`config.mk`:
```
export PLATFORM = sky130hd
export DESIGN_NAME = usb_rx_deser
export DESIGN_NICKNAME = d
export VERILOG_FILES = /design/src/rtl/usb_rx_pkg.sv /design/src/rtl/rx_bit_counter.sv /design/src/rtl/usb_rx_deser.sv
export SDC_FILE = /design/constraint.sdc
export NUM_CORES = 1
export LEC_CHECK = 0
export BUFFER_PORTS_ARGS = -buffer_cell sky130_fd_sc_hd__buf_4
export CORE_ASPECT_RATIO = 0.7
export CORE_MARGIN = 1
export CORE_UTILIZATION = 40
export DETAILED_ROUTE_END_ITERATION = 8
export MAX_ROUTING_LAYER = met4
export SYNTH_ARGS = -nofsm -noshare
export SYNTH_HDL_FRONTEND = slang
export SYNTH_SLANG_ARGS = --single-unit
```
`constraint.sdc`:
```
create_clock -name clk -period 1.7 [get_ports clk]
set_input_delay 0.17 -clock clk [delete_from_list [all_inputs] [get_ports clk]]
set_output_delay 0.17 -clock clk [all_outputs]
set_load 0.01 [all_outputs]
```
`src/rtl/usb_rx_pkg.sv`:
```
// Shared constants and types for the USB RX deserialiser.
//   USB_SYNC_BYTE      : SYNC word as seen LSB-first on the wire (8'h80)
//   rx_deser_state_t   : word-alignment state (HUNT / ALIGNED)
//   DEFAULT_DATA_WIDTH : default bits per assembled word
//   DEFAULT_CNT_WIDTH  : default width of the per-packet word counter
package usb_rx_pkg;

  localparam int         DEFAULT_DATA_WIDTH = 8;
  localparam int         DEFAULT_CNT_WIDTH  = 7;
  localparam logic [7:0] USB_SYNC_BYTE      = 8'h80;

  typedef enum logic {
    HUNT    = 1'b0,
    ALIGNED = 1'b1
  } rx_deser_state_t;

endpackage

```
`src/rtl/rx_bit_counter.sv`:
```
// Rollover counter with enable and synchronous clear.
// Ports:
//   clk, rst      : clock, synchronous active-high reset
//   clear         : synchronous clear to 0 (priority over enable)
//   enable        : advance the count this cycle
//   rollover_val  : terminal value; the count after it is 0
//   count         : current count
//   rollover_flag : high in the cycle an enabled advance wraps from
//                   rollover_val back to 0 (combinational)
module rx_bit_counter #(
  parameter int WIDTH = 3
) (
  input  logic             clk,
  input  logic             rst,
  input  logic             clear,
  input  logic             enable,
  input  logic [WIDTH-1:0] rollover_val,
  output logic [WIDTH-1:0] count,
  output logic             rollover_flag
);

  logic [WIDTH-1:0] count_q;
  logic [WIDTH-1:0] count_d;

  always_comb begin
    count_d       = count_q;
    rollover_flag = 1'b0;
    if (clear) begin
      count_d = '0;
    end else if (enable) begin
      if (count_q == rollover_val) begin
        count_d       = '0;
        rollover_flag = 1'b1;
      end else begin
        count_d = count_q + WIDTH'(1);
      end
    end
  end

  always_ff @(posedge clk) begin
    if (rst) begin
      count_q <= '0;
    end else begin
      count_q <= count_d;
    end
  end

  assign count = count_q;

endmodule

```
`src/rtl/usb_rx_deser.sv`:
```
// Serial-to-parallel deserialiser for the USB RX datapath. Takes decoded,
// de-stuffed bits (one per shift_enable cycle) and assembles DATA_WIDTH-bit
// words, announcing each completed word with a one-cycle word_ready pulse.
// Build option: define USB_RX_SYNC_DETECT_EN to add a HUNT/ALIGNED stage that
// discards bits until the shift register matches SYNC_PATTERN. Without it the
// block is permanently aligned and sync_found is tied low.
// Ports:
//   clk, rst     : clock, synchronous active-high reset
//   d_orig       : decoded serial bit, sampled when shift_enable=1
//   shift_enable : a valid bit is present this cycle
//   clear        : packet restart (EOP/abort), discards the bit in its cycle
//   packet_data  : last completed word, held until the next completion
//   word_ready   : one-cycle pulse, packet_data updated in the same cycle
//   word_count   : words completed since clear/rst, saturating
//   bit_count    : bits held in the current partial word
//   partial_err  : one-cycle pulse when clear hits a partial word
//   sync_found   : one-cycle pulse on SYNC match
module usb_rx_deser
  import usb_rx_pkg::*;
#(
  parameter int                    DATA_WIDTH   = DEFAULT_DATA_WIDTH,
  parameter int                    MSB_FIRST    = 0,
  parameter int                    CNT_WIDTH    = DEFAULT_CNT_WIDTH,
  parameter logic [DATA_WIDTH-1:0] SYNC_PATTERN = DATA_WIDTH'(USB_SYNC_BYTE)
) (
  input  logic                          clk,
  input  logic                          rst,
  input  logic                          d_orig,
  input  logic                          shift_enable,
  input  logic                          clear,
  output logic [DATA_WIDTH-1:0]         packet_data,
  output logic                          word_ready,
  output logic [CNT_WIDTH-1:0]          word_count,
  output logic [$clog2(DATA_WIDTH)-1:0] bit_count,
  output logic                          partial_err,
  output logic                          sync_found
);

  localparam int BC_W = $clog2(DATA_WIDTH);

  logic [DATA_WIDTH-1:0] sr_q, sr_d, sr_shift;
  logic [DATA_WIDTH-1:0] packet_data_q, packet_data_d;
  logic [CNT_WIDTH-1:0]  word_count_q, word_count_d;
  logic                  word_ready_q, word_ready_d;
  logic                  partial_err_q, partial_err_d;
  logic [BC_W-1:0]       bit_count_w;
  logic                  word_done;
  logic                  aligned;

  // Shift direction decides where the first received bit ends up.
  generate
    if (MSB_FIRST == 0) begin : g_lsb_first
      assign sr_shift = {d_orig, sr_q[DATA_WIDTH-1:1]};
    end else begin : g_msb_first
      assign sr_shift = {sr_q[DATA_WIDTH-2:0], d_orig};
    end
  endgenerate

`ifdef USB_RX_SYNC_DETECT_EN
  rx_deser_state_t state_q, state_d;
  logic            sync_found_q, sync_found_d;
  assign aligned = (state_q == ALIGNED);
`else
  // No alignment stage: every bit belongs to a word.
  logic unused_sync_pattern;
  assign aligned             = 1'b1;
  assign unused_sync_pattern = ^SYNC_PATTERN;
`endif

  // Bit position within the word. Held at 0 while hunting so the first word
  // after SYNC starts cleanly; word_done fires on the last bit of a word.
  rx_bit_counter #(
    .WIDTH (BC_W)
  ) u_bit_counter (
    .clk           (clk),
    .rst           (rst),
    .clear         (clear),
    .enable        (shift_enable & aligned & ~clear),
    .rollover_val  (BC_W'(DATA_WIDTH - 1)),
    .count         (bit_count_w),
    .rollover_flag (word_done)
  );

  always_comb begin
    sr_d          = sr_q;
    packet_data_d = packet_data_q;
    word_count_d  = word_count_q;
    word_ready_d  = 1'b0;
    partial_err_d = 1'b0;
`ifdef USB_RX_SYNC_DETECT_EN
    state_d       = state_q;
    sync_found_d  = 1'b0;
`endif
    if (clear) begin
      // The bit arriving with clear is dropped; packet_data is kept.
      sr_d          = '0;
      word_count_d  = '0;
      partial_err_d = (bit_count_w != '0);
`ifdef USB_RX_SYNC_DETECT_EN
      state_d       = HUNT;
`endif
    end else if (shift_enable) begin
      sr_d = sr_shift;
      if (word_done) begin
        packet_data_d = sr_shift;
        word_ready_d  = 1'b1;
        if (word_count_q != {CNT_WIDTH{1'b1}}) begin
          word_count_d = word_count_q + CNT_WIDTH'(1);
        end
      end
`ifdef USB_RX_SYNC_DETECT_EN
      // The SYNC word only aligns; it is neither published nor counted.
      if (!aligned && (sr_shift == SYNC_PATTERN)) begin
        state_d      = ALIGNED;
        sync_found_d = 1'b1;
      end
`endif
    end
  end

  always_ff @(posedge clk) begin
    if (rst) begin
      sr_q          <= '0;
      packet_data_q <= '0;
      word_count_q  <= '0;
      word_ready_q  <= 1'b0;
      partial_err_q <= 1'b0;
`ifdef USB_RX_SYNC_DETECT_EN
      state_q       <= HUNT;
      sync_found_q  <= 1'b0;
`endif
    end else begin
      sr_q          <= sr_d;
      packet_data_q <= packet_data_d;
      word_count_q  <= word_count_d;
      word_ready_q  <= word_ready_d;
      partial_err_q <= partial_err_d;
`ifdef USB_RX_SYNC_DETECT_EN
      state_q       <= state_d;
      sync_found_q  <= sync_found_d;
`endif
    end
  end

  assign packet_data = packet_data_q;
  assign word_ready  = word_ready_q;
  assign word_count  = word_count_q;
  assign bit_count   = bit_count_w;
  assign partial_err = partial_err_q;
`ifdef USB_RX_SYNC_DETECT_EN
  assign sync_found  = sync_found_q;
`else
  assign sync_found  = 1'b0;
`endif

endmodule

```
=== Yosys cells after proc, flatten, opt, wreduce, memory -nomap -nowiden ===
Index checks and enable logic that the tools add are counted.

* Register bits: 28
* Input port bits: 5
* Word-level logic and storage cells: 24

* $add $sub $neg: 2
* Eq/ne operators: 2
* Mux-type cells: 5
* Bitwise operators: 3
* Reductions and logical operators: 6

{| class="wikitable"
|+ Operators with widths
! operator !! number
|-
| $add 7x1->7 const B || 1
|-
| $ne 7x7->1 const B || 1
|-
| $reduce_and 3->1 || 2
|-
| $mux 1 || 4
|-
| $reduce_or 2->1 || 2
|-
| $add 3x1->3 const B || 1
|-
| $eq 3x3->1 const B || 1
|-
| $mux 3 || 1
|-
| $reduce_bool 3->1 || 1
|-
| $reduce_or 3->1 || 1
|-
| $not 1->1 || 2
|-
| $and 1x1->1 || 1
|}

=== Logic depth before layout (Yosys ltp) ===
Gate-level depths: netlist of run 1.

* Depth after elaboration: 5
* Depth in mapped cells: 6
* Gate-level depth less buffers: 5

=== Modules after synthesis ===
A second synthesis of run 1 with hierarchy kept.

* Cell total of the unflattened synthesis: 121
* Area, all modules: 1194.9 µm²

{| class="wikitable"
|+ By module, submodules not included
! module !! instances !! cells an instance !! area each (µm²)
|-
| usb_rx_deser || 1 || 97 || 991.0
|-
| rx_bit_counter || 1 || 24 || 203.9
|}

=== Least setup slack after synthesis of run 1 ===
No wires, ideal clock.

* Path type: register to register
* Start: register u_bit_counter.count_q[0], in the netlist u_bit_counter.count[0]
* End: register word_count_q[5], in the netlist word_count[5]
* Setup time: 0.088 ns
* Data arrival time: 1.415 ns
* Data required time: 1.612 ns
* Slack: 0.197 ns
* Cell stages (with the launch flop): 7
* Path buffers: 1
* Clock period less this slack: 1.503 ns
* Cell sequence: dfxtp_1 -> ha_1 -> ha_1 -> and3b_1 -> buf_6 -> a41oi_1 -> a311oi_2

* Cells in the longest elaborated chain, start to end: 5

{| class="wikitable"
|+ RTL lines
! element !! RTL line !! RTL
|-
| start: declaration || rx_bit_counter.sv:22 || <nowiki>logic [WIDTH-1:0] count_q;</nowiki>
|-
| start signal: assignment || rx_bit_counter.sv:44 || <nowiki>count_q <= count_d;</nowiki>
|-
| $eq 3x3->1 || rx_bit_counter.sv:31 || <nowiki>if (count_q == rollover_val) begin</nowiki>
|-
| $mux 1 || rx_bit_counter.sv:31 ||
|-
| $mux 1 || rx_bit_counter.sv:30 || <nowiki>end else if (enable) begin</nowiki>
|-
| $mux 1 || rx_bit_counter.sv:28 || <nowiki>if (clear) begin</nowiki>
|-
| $reduce_and 3->1 (no line) || -- ||
|-
| end signal: assignment || usb_rx_deser.sv:135 || <nowiki>word_count_q <= word_count_d;</nowiki>
|-
| end: declaration || usb_rx_deser.sv:43 || <nowiki>logic [CNT_WIDTH-1:0] word_count_q, word_count_d;</nowiki>
|}

Every way passes these cells.
A chain may end at the register's enable or synchronous reset.

=== Worst setup path in the final report of run 1 ===
* Start: register u_bit_counter.count_q[0], in the netlist u_bit_counter.count[0]
* End: register word_count_q[4], in the netlist word_count[4]

Same word-level chain as after synthesis.

==> results of run 1 <==
[how the worst max path moves through the flow]
stage	end	slack (ns)	cells past startpoint
after detailed placement	word_count[4]$_SDFFE_PP0P_	0.18	5
final	word_count[4]$_SDFFE_PP0P_	0.14	5
after CTS	word_count[4]$_SDFFE_PP0P_	0.15	5
after floorplan	word_count[5]$_SDFFE_PP0P_	0.20	6
after global placement	word_count[4]$_SDFFE_PP0P_	0.24	5
after global routing	word_count[4]$_SDFFE_PP0P_	0.02	5
[registers in the layout (all words and copies together), names as in the netlist]
name,flops
u_bit_counter.count,3
word_count,7
word_ready,1
packet_data,8
sr_q,7
partial_err,1
[logic make-up (layout without fill, tap and decap cells)]
group	count (synthesis)	after routing
AOI/OAI and AO/OA	18	18
buffers and inverters	8	32
DFF	27	27
other	1	1
adders and majority gates	4	4
muxes	12	12
and+or+nand+nor	52	52
[final cells by class]
type	instances	share of cell area [%]
Tap cell	34	3.077
Sequential cell	27	39.09
Multi-Input combinational cell	87	39.82
Inverter	2	0.5430
Clock inverter	1	0.3620
Clock buffer	3	2.986
Timing Repair Buffer	26	14.12
[layout by cell type, fill, tap and decap left out, drive strengths merged, types with 2 or more instances in the layout]
cell / n
mux2i: 12
inv: 2
buf: 26
clkbuf: 3
nand2: 24
a31oi: 2
a21oi: 10
ha: 4
and3: 2
or3: 2
nor2: 13
and4: 2
dfxtp: 27
a211oi: 2
and2: 2
[layer usage]
metal	up-vias	track usage [%]
li1	465	-
met4	0	5.217
met5	-	-
met3	2	5.941
met2	21	20.62
met1	402	22.83
[critical path: cells and delay by family, from the launching register on]
family / cells / cell delay [ns]
flip-flops: 1 / 0.43
AO/OA/AOI/OAI: 1 / 0.07
AND/OR/NAND/NOR: 2 / 0.54
adder cells (fa/ha/maj): 2 / 0.40
[power by group through the flow]
stage | logic (µW) | registers (µW) | clock network [µW]
after global routing | 54.0 | 639 | 406
after floorplan | 31.4 | 653 | 0
final | 49.8 | 638 | 360
after CTS | 50.3 | 638 | 371
after global placement | 50.2 | 652 | 0
after detailed placement | 50.1 | 653 | 0
[metrics by stage]
stage	hold slack, ns	cell area [µm²]	power, µW
2_1_floorplan	0.3060	1131	684.5
4_1_cts	0.1425	1379	1059
5_1_grt	0.1574	1383	1099
3_3_place_gp	0.4292	1333	702.4
3_5_place_dp	0.4363	1333	702.6
6_report	0.1496	1383	1048
==> summary.md, run 1 <==
| Metric | Value |
|---|---|
| Power Density | `around 760 nW/µm²` |
| Required time at the worst-slack endpoint | `about 1.9 ns` |
| GRT overflow | `0` |
| Clock-pin slew on the worst setup and hold paths | `around 0.090 ns` |
| Setup Fix Bufs, Post-CTS | `0` |
| Worst IR Drop VDD | `a little over 500 µV` |
| RR Endpoint | `word_count[4]$_SDFFE_PP0P_` |
| Number of synthesized register bits | `27` |
| Critical Path Max Stage Delay | `about 0.43 ns` |
| Area of the multi-input gates | `550.5 µm²` |
| WL final | `roughly 2200 µm` |
| Main flop type after synthesis | `dfxtp_1` |
| Worst setup EP type | `flip-flop` |
| DRC errors left | `0` |
| Critical path origin | `u_bit_counter.count[0]$_SDFFE_PP0P_` |
| Vias | `890` |
| GRT Overall Usage | `about 16%` |
| Sequential cell area | `approximately 540 µm²` |
| Number of buffers created by CTS | `3` |
| Setup TNS | `0 ns` |
| Switching power | `about 230 µW` |
| Slowest CP cell | `dfxtp_1` |
| Most common library cells after synthesis | `dfxtp_1, nand2_1, nor2_1` |
| Initial drt markers | `41` |
| Clock Path Buffers | `2` |
| Yosys top cell area share | `47.79%` |
| Skew final | `a little under 0.003 ns` |
| Wire per inst | `around 12 µm` |
| CP startpoint kind | `flip-flop` |
| Synth warnings | `0` |
| Most frequent cell on the critical path | `ha_1` |
| Worst hold start | `d_orig` |
| Setup WS pre-CTS | `0.1790 ns` |
| EDFF count, synth | `0` |
| Worst path arrival time | `~1.7 ns` |
| Reg2Reg Depth | `5` |
| F_max | `639.9 MHz` |
| Simple-Gate Fraction of Synth Area | `about 22%` |
| Layout cells sized above 1 | `23.97%` |
| Fin. Hold Viols | `0` |
| Worst R2R Setup Slack | `0.14 ns` |
| # setup viols final | `0` |
| Die Wd | `between 60 and 70 µm` |
| First-pass GRT wire length | `3477 µm` |
| Adder-Cell Fraction of Synth Area | `between 4 and 5%` |
| Final ANT Viol Nets | `0` |
| Vias per cell | `4.944` |
| Period utilisation layout | `around nine tenths` |
| Worst Hold Endpoint | `packet_data[7]$_SDFFE_PP0P_` |
| Critical path class | `reg2reg` |
| Largest net degree at the start of global routing | `16` |
| Most common cell in the synthesized netlist | `dfxtp_1` |
| Initial antenna violation count | `0` |
| P_int | `819.7 µW` |
| H-Tree Depth | `1` |
| Core box area | `2571 µm²` |
| Seq/Total Area, Yosys | `47.79%` |
| CP max FO | `5` |
| Slew Viols, Final | `0` |
| Hold Crit Depth | `3` |
| Combinational share of power | `around 4.8%` |
| Synth Instances | `122` |
| Placed cells | `about 180` |
| Async set-reset flop share out of synthesis | `0%` |
| Max Cap Viol | `0` |
| Outcome | `finished, final reports clean` |
| PostCTS Resize Cnt | `0` |
| Util after Layout | `between 50 and 60%` |
| Yosys top cell by area | `dfxtp_1` |
| Minimum clock period | `1.563 ns` |
| Leak | `0.0005701 µW` |
| XOR/XNOR Fraction of Synth Area | `0%` |
| Synthesis-to-finish area growth | `22.23%` |
| Largest family of logic cells by synthesized area | `simple AND/OR/NAND/NOR gates` |
| Nets | `~160` |
| Synth Area in Compound Gates | `around 11%` |
| M1 WL | `~1200 µm` |
| ANT cells | `0` |
| Synth top area cells | `dfxtp_1, mux2i_1, nand2_1` |
| Clk root buf | `clkbuf_8` |
| Min-delay worst type | `in2reg` |
| Vias in the first global route | `roughly 690` |
| Fin cells | `180` |
| TritonCTS clock tree | `yes` |
| Fin worst setup slack | `0.1373 ns` |
| R2R Path Start | `u_bit_counter.count[0]$_SDFFE_PP0P_` |
| Syn Std Cell Area | `roughly 1100 µm²` |
| Die height | `approximately 46 µm` |
| Syn_nets | `between 100 and 150` |
| Site Rows | `15` |
| Die area | `~3000 µm²` |
| Average size of a mapped cell | `between 9 and 10 µm²` |
| Switching Fraction | `between 20% and 30%` |
| Critical path, cell by cell | `ha_1, ha_1, and4b_1, and4_1, a211oi_2` |
| RSZ-0062 raised after global routing | `false` |
| DRT Pass-1 Iters | `4` |
| IO Port Bufs | `24` |
| Clock power share | `34.4%` |
| Met3 wire len | `~100 µm` |
| RePlAce Congestion | `0.7795` |
| Hpwl dp | `roughly 1600 µm` |
| IO Pins | `26` |
| Top Metal Used | `met4` |
| Yosys cell types | `31` |
| Hold-fix buffers at CTS | `0` |
| Initial Util | `43.99%` |
| Met2 wire length | `876 µm` |
| Worst-skew pair later-pin latency | `0.27 ns` |
| Clk sinks | `27` |
| Mux cell area share after synthesis | `around a tenth` |
| Fillcell total | `around 230` |
| Reg power frac | `roughly three fifths` |
(Power assumes the default switching activity.)
==> run 2: changes to the inputs <==
Clock period 1.7 ns to 1.3 ns, I/O delays scaled along.
==> summary.md, run 2 (synthesis gave the netlist of run 1 again) <==
| Metric | Value |
|---|---|
| Layout cells sized above 1 | `34.18% (+10 points)` |
| Largest net degree at the start of global routing | `16 (unchanged)` |
| Nets | `168 (+7.7%)` |
| Vias per cell | `4.880 (-1.3%)` |
| Initial drt markers | `39 (-4.9%)` |
| Period utilisation layout | `105.1% (+13 points)` |
| Final total power | `1367 µW (+30%)` |
| Worst IR Drop VDD | `501.7 µV (-1.3%)` |
| Skew final | `0.004620 ns (+0.001707 ns)` |
| ANT cells | `0 (unchanged)` |
| Leak | `0.0006314 µW (+11%)` |
| Failing checks | `negative setup slack` |
| Critical path class | `reg2reg` |
| CP max FO | `4 (-1)` |
| Outcome | `finished with violations` |
| Worst-skew pair later-pin latency | `0.27 ns (about the same)` |
| Synthesis-to-finish area growth | `33.74%` |
| Max Cap Viol | `0 (unchanged)` |
| F_max | `732.2 MHz (+14%)` |
| Clk root buf | `clkbuf_8` |
| Worst path arrival time | `1.55 ns (-0.16 ns)` |
| Die Wd | `65.56 µm (unchanged)` |
| IO Port Bufs | `24 (unchanged)` |
| Die height | `46.49 µm (unchanged)` |
| Worst Hold Endpoint | `packet_data[7]$_SDFFE_PP0P_` |
| H-Tree Depth | `1 (unchanged)` |
| Finished layout cell area | `1513 µm² (+9.4%)` |
| Worst R2R Setup Slack | `-0.07 ns (-0.20 ns)` |
| Hpwl dp | `1760 µm (+13%)` |
| Slew Viols, Final | `0 (unchanged)` |
| Site Rows | `15 (unchanged)` |
| GRT overflow | `0 (unchanged)` |
| Vias in the first global route | `844 (+22%)` |
| Most frequent cells in the layout | `buf_4, dfxtp_1, nand2_1, mux2i_1, nor2_1` |
| CP startpoint kind | `flip-flop` |
| # setup viols final | `4 (+4)` |
| Die area | `3048 µm² (unchanged)` |
| GRT Overall Usage | `17.68% (+1.5 points)` |
| Required time at the worst-slack endpoint | `1.49 ns (-0.36 ns)` |
| RR Endpoint | `word_count[5]$_SDFFE_PP0P_` |
| Fin. Hold Viols | `0 (unchanged)` |
| R2R Path Start | `u_bit_counter.count[0]$_SDFFE_PP0P_` |
| Max FFs per register | `8 (unchanged)` |
| TritonCTS clock tree | `yes` |
| Final ANT Viol Nets | `0 (unchanged)` |
| Clk sinks | `27 (unchanged)` |
| Number of buffers created by CTS | `3 (unchanged)` |
| Reg2Reg Depth | `5 (unchanged)` |
| Area post-placement | `1438 µm² (+7.9%)` |
| DRT Pass-1 Iters | `4 (unchanged)` |
| Hold Crit Depth | `3 (unchanged)` |
| Vias | `937 (+5.3%)` |
| Minimum clock period | `1.366 ns (-0.1970 ns)` |
| First-pass GRT wire length | `3891 µm (+12%)` |
| Core box area | `2571 µm² (unchanged)` |
| RSZ-0062 raised after global routing | `true` |
| Most common cell after layout, fill and taps aside | `buf_4` |
| IO Pins | `26 (unchanged)` |
| RePlAce Congestion | `0.7752 (-0.55%)` |
| Worst setup EP type | `flip-flop` |
| Worst hold start | `d_orig` |
| WL final | `2359 µm (+6.8%)` |
| Initial antenna violation count | `0 (unchanged)` |
| Clock Path Buffers | `2 (unchanged)` |
| DRC errors left | `0 (unchanged)` |
| Fin worst setup slack | `-0.06568 ns (-0.2030 ns)` |
| Initial Util | `43.99% (unchanged)` |
| Power Density | `903.4 nW/µm² (+19%)` |
| Wire per inst | `12.29 µm (+0.16%)` |
| Clock-pin slew on the worst setup and hold paths | `0.09 ns (about the same)` |
| Min-delay worst type | `in2reg` |
run 2: changes by cell type in the layout (fill, tap and decap cells not counted), sizes merged:
cell / change
buf: +12
run 2: where the power goes:
part           total, µW  switching [µW]  internal [µW]
logic               69.7            39.9           29.8
clock network        464             249            215
registers            833            3.79            829
run 2: layout make-up:
cell class	count	area, µm²
clock buffers	3	41.29
well taps	34	42.54
repair buffers	38	289.0
inverters	2	7.507
flip-flops and latches	27	545.5
multi-input cells	87	581.8
fillers	240	1059
clock inverters	1	5.005
run 2: per-layer routing:
metal	vias up	global-route usage [%]	part of all wire, %	wire length (µm)
met1	425	23.59	54	1269
li1	490	-	-	-
met3	3	4.455	4.1	97
met2	19	27.01	42	981
met5	-	-	0	0
met4	0	3.913	0.42	10
run 2: worst max-delay path by stage:
stage	startpoint	endpoint	slack, ns	cells past startpoint
global route	u_bit_counter.count[1]$_SDFFE_PP0P_	word_count[3]$_SDFFE_PP0P_	-0.14	5
floorplan	u_bit_counter.count[0]$_SDFFE_PP0P_	word_count[5]$_SDFFE_PP0P_	-0.09	6
global placement	u_bit_counter.count[1]$_SDFFE_PP0P_	word_count[0]$_SDFFE_PP0P_	-0.008	5
CTS	u_bit_counter.count[1]$_SDFFE_PP0P_	word_count[5]$_SDFFE_PP0P_	-0.06	5
detailed placement	u_bit_counter.count[0]$_SDFFE_PP0P_	word_count[4]$_SDFFE_PP0P_	-0.04	5
finish	u_bit_counter.count[0]$_SDFFE_PP0P_	word_count[5]$_SDFFE_PP0P_	-0.07	5
run 2: worst max-delay path: stages (launching register included):
cell	delay [ns]
dfxtp_4	0.36
ha_4	0.16
ha_4	0.15
and3b_2	0.24
and3_4	0.15
a311oi_2	0.22
run 2: through the flow:
stage	cells	hold slack [ns]	setup slack [ns]	utilization [%]	TNS [ns]
after floorplan	122	0.2660	-0.08610	-	-0.1034
after global placement	186	0.3728	-0.007520	55.91	-0.01780
after detailed placement	186	0.4035	-0.03568	55.91	-0.1120
after CTS	190	0.1096	-0.05576	58.00	-0.1283
after global routing	192	0.1247	-0.1363	58.83	-1.026
final	192	0.1143	-0.06568	58.83	-0.1317
run 2: repair_timing:
action	in CTS	in global routing
gates resized for setup	2	3
setup endpoints to repair	5	14
setup buffers	0	2
endpoints found under the hold margin	0	0
pin swaps	1	2
hold buffers	0	0
